--- src/rtl/uart_rx_pkg.sv ---
// Shared definitions for the UART receive path: FSM states and baud divisor.
package uart_rx_pkg;

  typedef enum logic [2:0] {
    S_IDLE,
    S_START,
    S_DATA,
    S_STOP,
    S_WAIT_HIGH
  } rx_state_t;

  function automatic int calc_div(input int clk_hz, input int baud);
    return clk_hz / baud;
  endfunction

endpackage

--- src/rtl/sync_fifo.sv ---
// Single-clock FIFO; a push into a full FIFO is accepted only when a pop frees the slot in the same cycle.
module sync_fifo #(
  parameter int WIDTH = 8,
  parameter int DEPTH = 4
) (
  input  logic             clk,
  input  logic             rst,
  input  logic             i_push,
  input  logic [WIDTH-1:0] i_data,
  input  logic             i_pop,
  output logic [WIDTH-1:0] o_data,
  output logic             o_empty,
  output logic             o_full
);
  localparam int AW = $clog2(DEPTH);

  logic [WIDTH-1:0] r_mem [DEPTH];
  logic [AW-1:0]    r_wr;
  logic [AW-1:0]    r_rd;
  logic [AW:0]      r_cnt;
  logic             w_push;
  logic             w_pop;

  assign o_empty = (r_cnt == '0);
  assign o_full  = (r_cnt == (AW+1)'(DEPTH));
  assign w_pop   = i_pop & ~o_empty;
  assign w_push  = i_push & (~o_full | w_pop);
  // Head is forced to zero when empty so the output is defined out of reset.
  assign o_data  = o_empty ? '0 : r_mem[r_rd];

  always_ff @(posedge clk) begin
    if (w_push) r_mem[r_wr] <= i_data;
  end

  always_ff @(posedge clk) begin
    if (rst) begin
      r_wr  <= '0;
      r_rd  <= '0;
      r_cnt <= '0;
    end else begin
      if (w_push) r_wr <= r_wr + 1'b1;
      if (w_pop)  r_rd <= r_rd + 1'b1;
      case ({w_push, w_pop})
        2'b10:   r_cnt <= r_cnt + 1'b1;
        2'b01:   r_cnt <= r_cnt - 1'b1;
        default: r_cnt <= r_cnt;
      endcase
    end
  end

endmodule

--- src/rtl/uart_rx.sv ---
// 8N1 UART receiver with mid-bit sampling, framing/overrun pulses and a byte FIFO.
module uart_rx
  import uart_rx_pkg::*;
#(
  parameter int CLK_HZ     = 25000000,
  parameter int BAUD       = 115200,
  parameter int FIFO_DEPTH = 4
) (
  input  logic       clk,
  input  logic       rst,
  input  logic       i_rxd,
  output logic [7:0] o_data,
  output logic       o_valid,
  input  logic       i_ready,
  output logic       o_frame_err,
  output logic       o_overrun,
  output logic       o_busy
);
  localparam int DIV = calc_div(CLK_HZ, BAUD);
  localparam int TW  = $clog2(DIV);
  localparam logic [TW-1:0] T_FULL = TW'(DIV - 1);
  localparam logic [TW-1:0] T_HALF = TW'(DIV / 2 - 1);

  rx_state_t     r_state, w_state_nxt;
  logic [1:0]    r_sync;
  logic [TW-1:0] r_timer, w_timer_nxt;
  logic [2:0]    r_bitcnt, w_bitcnt_nxt;
  logic [7:0]    r_shift, w_shift_nxt;
  logic          w_rxs, w_tick, w_push, w_frame_err;
  logic          w_empty, w_full;

  assign w_rxs  = r_sync[1];
  assign w_tick = (r_timer == '0);

  always_ff @(posedge clk) begin
    if (rst) r_state <= S_IDLE;
    else     r_state <= w_state_nxt;
  end

  always_comb begin
    w_state_nxt  = r_state;
    w_timer_nxt  = r_timer;
    w_bitcnt_nxt = r_bitcnt;
    w_shift_nxt  = r_shift;
    w_push       = 1'b0;
    w_frame_err  = 1'b0;
    // The bit timer only runs while a frame is being sampled.
    if (r_state == S_START || r_state == S_DATA || r_state == S_STOP)
      w_timer_nxt = w_tick ? T_FULL : r_timer - 1'b1;
    case (r_state)
      S_IDLE: if (!w_rxs) begin
        w_state_nxt  = S_START;
        w_bitcnt_nxt = '0;
        w_timer_nxt  = T_HALF;
      end
      S_START: if (w_tick) w_state_nxt = w_rxs ? S_IDLE : S_DATA;
      S_DATA: if (w_tick) begin
        w_shift_nxt  = {w_rxs, r_shift[7:1]};
        w_bitcnt_nxt = r_bitcnt + 1'b1;
        if (r_bitcnt == 3'd7) w_state_nxt = S_STOP;
      end
      S_STOP: if (w_tick) begin
        if (w_rxs) begin
          w_push      = 1'b1;
          w_state_nxt = S_IDLE;
        end else begin
          w_frame_err = 1'b1;
          w_state_nxt = S_WAIT_HIGH;
        end
      end
      S_WAIT_HIGH: if (w_rxs) w_state_nxt = S_IDLE;
      default: w_state_nxt = S_IDLE;
    endcase
  end

  always_ff @(posedge clk) begin
    if (rst) begin
      r_sync   <= 2'b11;
      r_timer  <= '0;
      r_bitcnt <= '0;
      r_shift  <= '0;
    end else begin
      r_sync   <= {r_sync[0], i_rxd};
      r_timer  <= w_timer_nxt;
      r_bitcnt <= w_bitcnt_nxt;
      r_shift  <= w_shift_nxt;
    end
  end

  sync_fifo #(.WIDTH(8), .DEPTH(FIFO_DEPTH)) u_fifo (
    .clk     (clk),
    .rst     (rst),
    .i_push  (w_push),
    .i_data  (r_shift),
    .i_pop   (i_ready),
    .o_data  (o_data),
    .o_empty (w_empty),
    .o_full  (w_full)
  );

  assign o_valid     = ~w_empty;
  assign o_frame_err = w_frame_err;
  // A same-cycle pop frees the slot, so that push is not an overrun.
  assign o_overrun   = w_push & w_full & ~(o_valid & i_ready);
  assign o_busy      = (r_state != S_IDLE);

endmodule

--- config.mk ---
export PLATFORM = sky130hd
export DESIGN_NAME = uart_rx
export DESIGN_NICKNAME = d
export VERILOG_FILES = /design/src/rtl/uart_rx_pkg.sv /design/src/rtl/sync_fifo.sv /design/src/rtl/uart_rx.sv
export SDC_FILE = /design/constraint.sdc
export NUM_CORES = 1
export LEC_CHECK = 0
export ABC_AREA = 1
export CAP_MARGIN = 25
export CORE_MARGIN = 2
export CORE_UTILIZATION = 63
export CTS_BUF_LIST = sky130_fd_sc_hd__clkbuf_16
export DETAILED_ROUTE_END_ITERATION = 16
export PLACE_DENSITY = 0.83
export RECOVER_POWER = 50
export REMOVE_ABC_BUFFERS = 1
export SETUP_SLACK_MARGIN = 0.3
export SLEW_MARGIN = 0
export SYNTH_ARGS = -nofsm -noshare
export SYNTH_HDL_FRONTEND = slang
export SYNTH_HIERARCHICAL = 1
export SYNTH_SLANG_ARGS = --single-unit
--- constraint.sdc ---
create_clock -name clk -period 4.03 [get_ports clk]
set_input_delay 0.806 -clock clk [delete_from_list [all_inputs] [get_ports clk]]
set_output_delay 0.806 -clock clk [all_outputs]
set_load 0.02 [all_outputs]
-- Word-level counts from Yosys, hierarchy flattened
Memories as Yosys holds them, arrays and structs flattened. A register that Yosys moved wholly into a read port is not among the register bits.
Cells that the tools add are included.
- bits in registers: 31
- RAM bits: 32
- logic and storage cells: 76
- memories: 1
- memory list (memory ; words ; width ; read ports ; clocked after Yosys merged registers in ; wr ports ; line ; text):
    u_fifo.r_mem ; 4 ; 8 ; 1 ; 1 ; 1 ; sync_fifo.sv:17 ; logic [WIDTH-1:0] r_mem [DEPTH];
- add/sub/neg operators: 6
- multiplexer cells: 28
- bitwise logic cells: 8
- equality and inequality tests: 14
- reductions and logical operators: 11
- operators with widths (cell ; count):
    8-bit two-way mux ; 5
    3-bit two-way mux ; 9
    3-bit case mux with 5 select lines ; 1
    3-bit case mux with 2 select lines ; 2
    2-bit inequality test (second input constant) ; 5
    3-bit equality test (second input constant) ; 3
    8-bit zero test ; 1
    1-bit two-way mux ; 8
    8-bit by 1-bit subtractor with 8-bit output (second input constant) ; 1
    3-bit by 1-bit adder with 3-bit output (second input constant) ; 2
    3-bit by 2-bit equality test with 1-bit output (second input constant) ; 2
    3-bit zero test ; 2
    2-bit two-way mux ; 3
    6-bit AND reduction ; 1
    2-bit by 1-bit adder with 2-bit output (second input constant) ; 2
    1-bit bitwise AND ; 4
    2-bit nonzero test ; 2
    3-bit by 1-bit equality test with 1-bit output (second input constant) ; 1
    1-bit NOT ; 3
    3-bit AND reduction ; 1
    3-bit nonzero test ; 1
    3-bit by 1-bit subtractor with 3-bit output (second input constant) ; 1
    2-bit by 1-bit equality test with 1-bit output (second input constant) ; 1
    2-bit equality test (second input constant) ; 1
    other kinds (4) ; 5

-- Longest topological paths before layout
Gate-level depths: netlist of run 1.
- word-level depth: 7
- depth in mapped cells: 17
- depth with buffers taken out: 16

-- By module
The synthesis of run 1 kept the hierarchy.
- by module, submodules not included (module ; times used ; area an instance (µm²) ; cells an instance ; seq. area each (µm²)):
    sync_fifo ; 1 ; 1756.7 ; 168 ; 1141.1
    uart_rx ; 1 ; 1201.2 ; 170 ; 480.5

-- Least setup slack after synthesis of run 1
No wires, ideal clock.
- path kind: register to register
- start point: reg r_timer[0]
- end point: reg u_fifo.r_cnt[2]
- path slack: 1778 ps
- stages on the path, launching flop included: 18
- arrival: 2139 ps
- path buffers: 1
- setup time: 113 ps
- path through: dfxtp_1 inv_1 ha_1 nand2_1 nor2_4 buf_4 nand4_1 inv_1 nand2_1 ha_1 inv_1 fa_1 inv_1 nand2_1 nand3_1 nand2_1 nand2_1 nor2_1
- word-level cells in the longest chain between the ends: 6
- elaborated cells on any way between the ends: 8
- those cells by class: eq/ne (2); mux (3); bitwise (1); reduce/logical (2)
- ends and longest elaborated chain (what ; line ; text):
    start: declaration ; uart_rx.sv:26 ; logic [TW-1:0] r_timer, w_timer_nxt;
    start signal: assignment ; uart_rx.sv:84 ; r_timer <= w_timer_nxt;
    8-bit zero test (*) ; uart_rx.sv:33 ; assign w_tick = (r_timer == '0);
    1-bit two-way mux (*) ; uart_rx.sv:62 ; S_STOP: if (w_tick) begin
    1-bit two-way mux (*) ; uart_rx.sv:50 ; case (r_state)
    net w_push ; uart_rx.sv:29 ; logic w_rxs, w_tick, w_push, w_frame_err;
    1-bit bitwise AND (*) ; sync_fifo.sv:27 ; assign w_push = i_push & (~o_full | w_pop);
    2-bit by 1-bit equality test with 1-bit output or 2-bit equality test (tied branches) ; sync_fifo.sv:43 ; case ({w_push, w_pop})
    3-bit case mux with 2 select lines or 2-bit nonzero test (tied branches) ; n/a ;
    end signal: assignment ; sync_fifo.sv:44 ; 2'b10: r_cnt <= r_cnt + 1'b1;
    end signal: assignment ; sync_fifo.sv:45 ; 2'b01: r_cnt <= r_cnt - 1'b1;
    end signal: assignment ; sync_fifo.sv:46 ; default: r_cnt <= r_cnt;
    end: declaration ; sync_fifo.sv:20 ; logic [AW:0] r_cnt;
Mark *: on every way through the listed nets, which the timed path passes. The rest lies on a longest branch.
A chain may end at the register's enable or synchronous reset.

-- Worst setup path after layout of run 1
- start point: reg r_timer[0]
- end point: out o_overrun
- word-level cells in the longest chain between the ends: 5
- ends and longest elaborated chain (what ; line ; text):
    8-bit zero test ; uart_rx.sv:33 ;
    1-bit two-way mux ; uart_rx.sv:62 ;
    1-bit two-way mux ; uart_rx.sv:50 ;
    1-bit bitwise AND (2 in series) ; uart_rx.sv:104 ; assign o_overrun = w_push & w_full & ~(o_valid & i_ready);
    end: declaration ; uart_rx.sv:16 ; output logic o_overrun,
Every way passes these cells.

==> run_results.csv, run 1 <==
group,metric,value,unit
flow_run,cap_violations,0,
clocking,h-tree-depth,3,
clocking,cts_setup_buffers,0,
grt,grt_max_degree,26,
outcome,status,"finished, final reports clean",
floorplanning,std_cell_rows,24,
sta,max_freq,327.2,MHz
synth,netlist_instances,338,
critical_path,cp-start-kind,"flop",
synth,yosysSeqAreaShare,54.82,%
sta,setup_tns,0,ns
synth,async_flop_share,0,%
clocking,cts_num_sinks,65,
pwr,p_int,1.293,mW
pwr,seqPwrFrac,41.7,%
sta,period_minus_slack,3.057,ns
routing,drt-total-wl,5.611,mm
floorplanning,io_pins,16,
critical_path,cpPeakStageDelay,0.61,ns
critical_path,reg2reg_depth,8,
critical_path,critPathRequiredTime,3.22,ns
clocking,insertion_delay,0.32,ns
critical_path,slowest_stage,"clkdlybuf4s50_1",
synth,synth_area,2958,um^2
clocking,root_buffer,"clkbuf_16",
routing,first_pass_iters,5,
clocking,cts_resized,0,
routing,drt_iter0_drc,118,
grt,globalRouteTotalUtil,23.81,%
routing,wire_per_inst,13.62,um
critical_path,reg2reg_from,"r_timer[0]$_SDFF_PP0_",
floorplanning,core,4444,um^2
cells_and_area,syn_to_final_growth,14.38,%
pwr,powerDensity,528.2,nW/um^2
critical_path,rrSetupSlack,1.50,ns
sta,hold_viol_final,0,
critical_path,arrival,2.25,ns
floorplanning,die_h,72.52,um
grt,first_global_vias,2046,
floorplanning,start_util,66.55,%
pwr,power_frac_clock,40.6,%
critical_path,worst-path-stages,7,
routing,antenna_left,0,
critical_path,crit-reg2reg-capture,"u_fifo/r_mem[1][3]$_DFFE_PP_",
grt,grt_pass1_wl,9.363,mm
cells_and_area,final_layout_size_suffix_gt1_share,7.500,%
sta,setup_viol,0,
routing,vias_per_cell,5.481,
cells_and_area,antenna_cells,0,
sta,fin_ws,0.9735,ns
cells_and_area,final_util,76.13,%
critical_path,startpoint,"r_timer[0]$_SDFF_PP0_",
clocking,clk_pin_slew,0.05,ns
placement,dp_hpwl,3.561,mm
synth,synth_cell_types,29,
pwr,comb_power_share,17.7,%
sta,fin_skew,0.003100,ns
routing,drc,0,
grt,antenna_found_initial,0,
clocking,ctsHoldBuffers,0,
sta,timing.final.crit_share,75.84,%
critical_path,crit_family,"simple AND/OR/NAND/NOR gates",
critical_path,worstSetupEndpointType,"output pin",
critical_path,worst-setup-path-type,"reg -> out",
critical_path,critPathBufInv,2,
sta,slew_headroom,37.97,%
hold_path,min_path_type,"reg -> reg",
placement,gp_congestion,0.7849,
floorplanning,die_w,72.52,um
pwr,fin_total_pwr,1.787,mW
pwr,leakage,1.361,nW
sta,worst_pin_slew,0.9274,ns
synth,synth_edf_count,32,
routing,vias,2258,
pwr,ir_drop,0.0003528,V
critical_path,crit_chain,"inv_1 > ha_1 > nand2_1 > nor2_4 > nand4_1 > nor2_1 > clkdlybuf4s50_1",
critical_path,path_max_fanout,13,
floorplanning,die_area,5259,um^2
synth,avgSynthCellArea,8.751,um^2
pwr,power.switching,493.9,uW
sta,slew_violations,0,
clocking,clock_path_buffers,2,
placement,portBuffers,15,
synth,synthFlopType,"dfxtp_1",
cells_and_area,nFillCells,315,
sta,rsz0062_at_grt,"false",
clocking,cts_inserted_buffers,9,
synth,ys_seq_elements,65,
critical_path,endpoint,"o_overrun",
cells_and_area,final_nets,369,
pwr,p_sw_share,27.64,%
placement,pre_cts_slack,1.085,ns
grt,overflow,0,
hold_path,hold_depth,1,
synth,yosysWarningCount,6,
clocking,cts_tree,"yes",
## worst reg2reg max path, cell delays in order, from the launching register on
cell	delay [ns]
dfxtp_1	0.33
inv_1	0.10
ha_1	0.16
nand2_1	0.13
nor2_4	0.30
nand4_1	0.18
inv_1	0.16
nand2_1	0.14
nor2_1	0.65
## cells in the final DEF, fill, tap and decap left out, drive strengths merged
cell type	count
clkinv	4
or2	2
a21oi	32
ha	9
clkbuf	9
inv	43
xor2	2
edfxtp	32
nand2	47
bufinv	1
nor2	72
clkdlybuf4s50	14
o21a	1
nand3	27
nor3	2
dlygate4sd3	1
nand4	5
o21ai	21
nor4	1
nor3b	1
dfxtp	33
fa	1
## worst min-delay path by stage
| stage | start | endpoint |
|---|---|---|
| 2_1_floorplan | r_sync[0]$_SDFF_PP1_ | r_sync[1]$_SDFF_PP1_ |
| 3_3_place_gp | r_sync[0]$_SDFF_PP1_ | r_sync[1]$_SDFF_PP1_ |
| 3_5_place_dp | r_sync[0]$_SDFF_PP1_ | r_sync[1]$_SDFF_PP1_ |
| 4_1_cts | r_sync[0]$_SDFF_PP1_ | r_sync[1]$_SDFF_PP1_ |
| 5_1_grt | r_sync[0]$_SDFF_PP1_ | r_sync[1]$_SDFF_PP1_ |
| 6_report | r_sync[0]$_SDFF_PP1_ | r_sync[1]$_SDFF_PP1_ |
## area by class of cell
cell class	count	area [um^2]	area share, %
clock buffers	9	225.2	6.657
clock inverters	7	56.30	1.664
inverters	41	153.9	4.549
multi-input cells	223	1111	32.84
flip-flops and latches	65	1622	47.93
well taps	52	65.06	1.923
repair buffers	15	150.1	4.438
## state kept, by name, indices dropped and copies added (netlist names), named ones only
name and cells:
r_bitcnt 3, r_shift 8, r_state 3, r_sync 2
r_timer 8, u_fifo/r_cnt 3, u_fifo/r_mem 32, u_fifo/r_rd 2
u_fifo/r_wr 2
## routing by layer
metal	vias to the layer above	part of all wire [%]	track usage (%)
met1	1041	45	30.04
li1	1153	-	-
met2	55	50	38.99
met4	0	1.4	10.49
met5	-	0	0
met3	9	3.9	5.833
## cells in the mapped netlist, types with 3 or more instances
library cell	count	area share, %
nor2_4	3	1.1
nand4_1	5	1.1
ha_1	9	3.8
o21ai_1	10	1.7
nand3_1	27	4.6
o21ai_0	10	1.7
buf_4	4	1.0
inv_2	3	0.38
dfxtp_1	33	22
inv_1	37	4.7
nor2_1	65	8.2
a21oi_1	32	5.4
edfxtp_1	32	32
nand2_1	45	5.7
nor2_2	4	0.85
## kinds of logic (layout without fill, tap and decap cells)
family / after synthesis / after routing / synth area share [%]
compound gates: 54 / 54 / 9.349
xor+xnor: 2 / 2 / 0.5923
fa+ha+maj: 10 / 10 / 4.484
buf+inv: 50 / 72 / 7.529
flops: 65 / 65 / 54.82
simple gates: 157 / 157 / 23.22
## power by group through the flow
stage                     Combinational (mW)  Clock, mW  Sequential, mW
after floorplan                        0.221          0           0.749
after global placement                 0.305          0           0.757
after detailed placement               0.313          0           0.758
after CTS                              0.317      0.738           0.745
after global routing                   0.354      0.765           0.749
final                                  0.317      0.725           0.745
## per-stage QoR
stage	cells	cell area (um^2)	hold WS, ns
after floorplan	329	2889	0.3895
after global placement	396	3104	0.3921
after detailed placement	396	3104	0.4014
after CTS	412	3386	0.4163
after global routing	412	3383	0.4350
final	412	3383	0.4107
Note: power is estimated with default switching activity, not from simulation.
==> inputs of run 2 (changes only) <==
- CORE_UTILIZATION: 63 -> 59
- PLACE_DENSITY: 0.83 -> 0.79
- clock period: 4.03 -> 2.9 ns (I/O delays scaled with it)
==> run 2 against run 1 <==
  * Sequential cell count did not move
  * Die area rose by 6.4%
  * Largest cell class unchanged
  * Critical endpoint is now o_data[0]
  * Setup slack got worse by 0.57 ns
  * Final cell count rose by 5.3%
  * Highest routed layer unchanged
  * Cell area rose by 2.1%
  * Clock power rose by 41%
  * Via count fell by 1.1%
  * Hold slack barely moved
  * Register-to-register slack got worse by 0.89 ns
  * Sequential power rose by 40%
==> run_results.csv, run 2 (synthesis gave the netlist of run 1 again) <==
group,metric,value,unit
routing,first_pass_iters,4,
clocking,cts_setup_buffers,0,
cells_and_area,largest_reg_flops,32,
cells_and_area,multi_input_area,1105,um^2
placement,pre_cts_slack,0.3073,ns
floorplanning,std_cell_rows,25,
floorplanning,io_pins,16,
pwr,powerDensity,719.5,nW/um^2
sta,max_freq,400.8,MHz
routing,vias_per_cell,5.147,
critical_path,cp-start-kind,"flop",
pwr,comb_power_share,17.5,%
pwr,leakage,1.402,nW
placement,post_dp_cell_area,3176,um^2
sta,timing.final.crit_share,86.04,%
pwr,ir_drop,0.0006183,V
routing,wire_per_inst,12.90,um
placement,portBuffers,15,
sta,period_minus_slack,2.495,ns
clocking,cts_tree,"yes",
cells_and_area,fin_area,3456,um^2
flow_run,cap_violations,0,
sta,worst_pin_slew,0.7000,ns
sta,slew_violations,0,
cells_and_area,final_common_cell,"nor2_1",
routing,drt_iter0_drc,114,
cells_and_area,regArea,1625,um^2
grt,antenna_found_initial,0,
cells_and_area,top_regs,"u_fifo/r_mem x32, r_shift x8, r_timer x8",
pwr,p_sw_share,27.52,%
routing,drc,0,
floorplanning,core,4786,um^2
clocking,cts_inserted_buffers,9,
critical_path,path_max_fanout,9,
clocking,root_buffer,"clkbuf_16",
cells_and_area,antenna_cells,0,
sta,hold_viol_final,0,
clocking,cts_num_sinks,65,
clocking,h-tree-depth,3,
placement,gp_congestion,0.8567,
floorplanning,start_util,61.80,%
grt,grt_max_degree,18,
clocking,clock_path_buffers,2,
pwr,seqPwrFrac,41.6,%
pwr,power_frac_clock,40.9,%
critical_path,worstSetupEndpointType,"output pin",
cells_and_area,syn_to_final_growth,16.84,%
cells_and_area,mostFrequentLayoutCells,"nor2_1, nand2_1, inv_1",
placement,dp_hpwl,3.742,mm
floorplanning,die_w,74.81,um
critical_path,critPathRequiredTime,2.32,ns
grt,grt_pass1_wl,9.087,mm
cells_and_area,top_register,"u_fifo/r_mem",
cells_and_area,final_layout_size_suffix_gt1_share,9.264,%
routing,antenna_left,0,
hold_path,min_path_type,"reg -> reg",
floorplanning,die_h,74.81,um
sta,slew_headroom,53.34,%
sta,fin_ws,0.4050,ns
pwr,power.switching,684.4,uW
outcome,status,"finished, final reports clean",
sta,rsz0062_at_grt,"false",
clocking,clk_pin_slew,0.05,ns
floorplanning,die_area,5596,um^2
grt,globalRouteTotalUtil,22.09,%
grt,overflow,0,
cells_and_area,nFillCells,372,
cells_and_area,final_nets,376,
pwr,p_int,1.802,mW
sta,setup_viol,0,
clocking,cts_resized,2,
critical_path,worst-setup-path-type,"reg -> out",
cells_and_area,final_util,72.21,%
clocking,ctsHoldBuffers,0,
routing,drt-total-wl,5.599,mm
sta,whs,0.4108,ns
sta,setup_tns,0,ns
clocking,insertion_delay,0.31,ns
routing,vias,2234,
critical_path,arrival,1.92,ns
sta,fin_skew,0.004060,ns
grt,first_global_vias,2109,
[run 2: layout make-up]
| class | instances | area share [%] |
|---|---|---|
| clock buffer | 9 | 6.517 |
| sequential | 65 | 47.03 |
| inverter | 41 | 4.562 |
| tap | 67 | 2.426 |
| clock inverter | 7 | 1.810 |
| multi-input combinational | 223 | 31.97 |
| timing repair buffer | 22 | 5.684 |
[run 2: worst paths after layout]
check | depth (start not counted) | to | slack [ns] | startpoint
max | 5 | o_data[0] | 0.40 | u_fifo/r_cnt[1]$_SDFFE_PP0P_
min | 1 | r_sync[1]$_SDFF_PP1_ | 0.41 | r_sync[0]$_SDFF_PP1_
max reg2reg | 16 | u_fifo/r_cnt[2]$_SDFFE_PP0P_ | 0.61 | r_timer[0]$_SDFF_PP0_
min reg2reg | 1 | r_sync[1]$_SDFF_PP1_ | 0.41 | r_sync[0]$_SDFF_PP1_
[run 2: stage by stage]
step	total power, mW	cells
floorplan	1.348	329
global placement	1.489	418
detailed placement	1.500	418
CTS	2.521	434
global route	2.601	434
finish	2.487	434
[run 2: power by group through the flow]
stage	sequential, mW	combinational [mW]	clock, mW
2_1_floorplan	1.04	0.307	0
3_3_place_gp	1.05	0.438	0
3_5_place_dp	1.05	0.449	0
4_1_cts	1.03	0.453	1.03
5_1_grt	1.04	0.489	1.07
6_report	1.04	0.435	1.02
[run 2: worst max-delay path: stages (launching register included)]
cell,delay [ns]
dfxtp_1,0.38
nor2_2,0.07
nand2_2,0.11
clkinvlp_4,0.22
a21oi_1,0.19
clkdlybuf4s50_1,0.63
[run 2: layer usage]
layer / global-route usage [%] / up-vias / share of wire (%)
met4: 11.51 / 0 / 0.75
met2: 39.53 / 37 / 51
li1: - / 1164 / -
met5: 0 / - / 0
met3: 5.489 / 4 / 2.7
met1: 24.19 / 1029 / 45
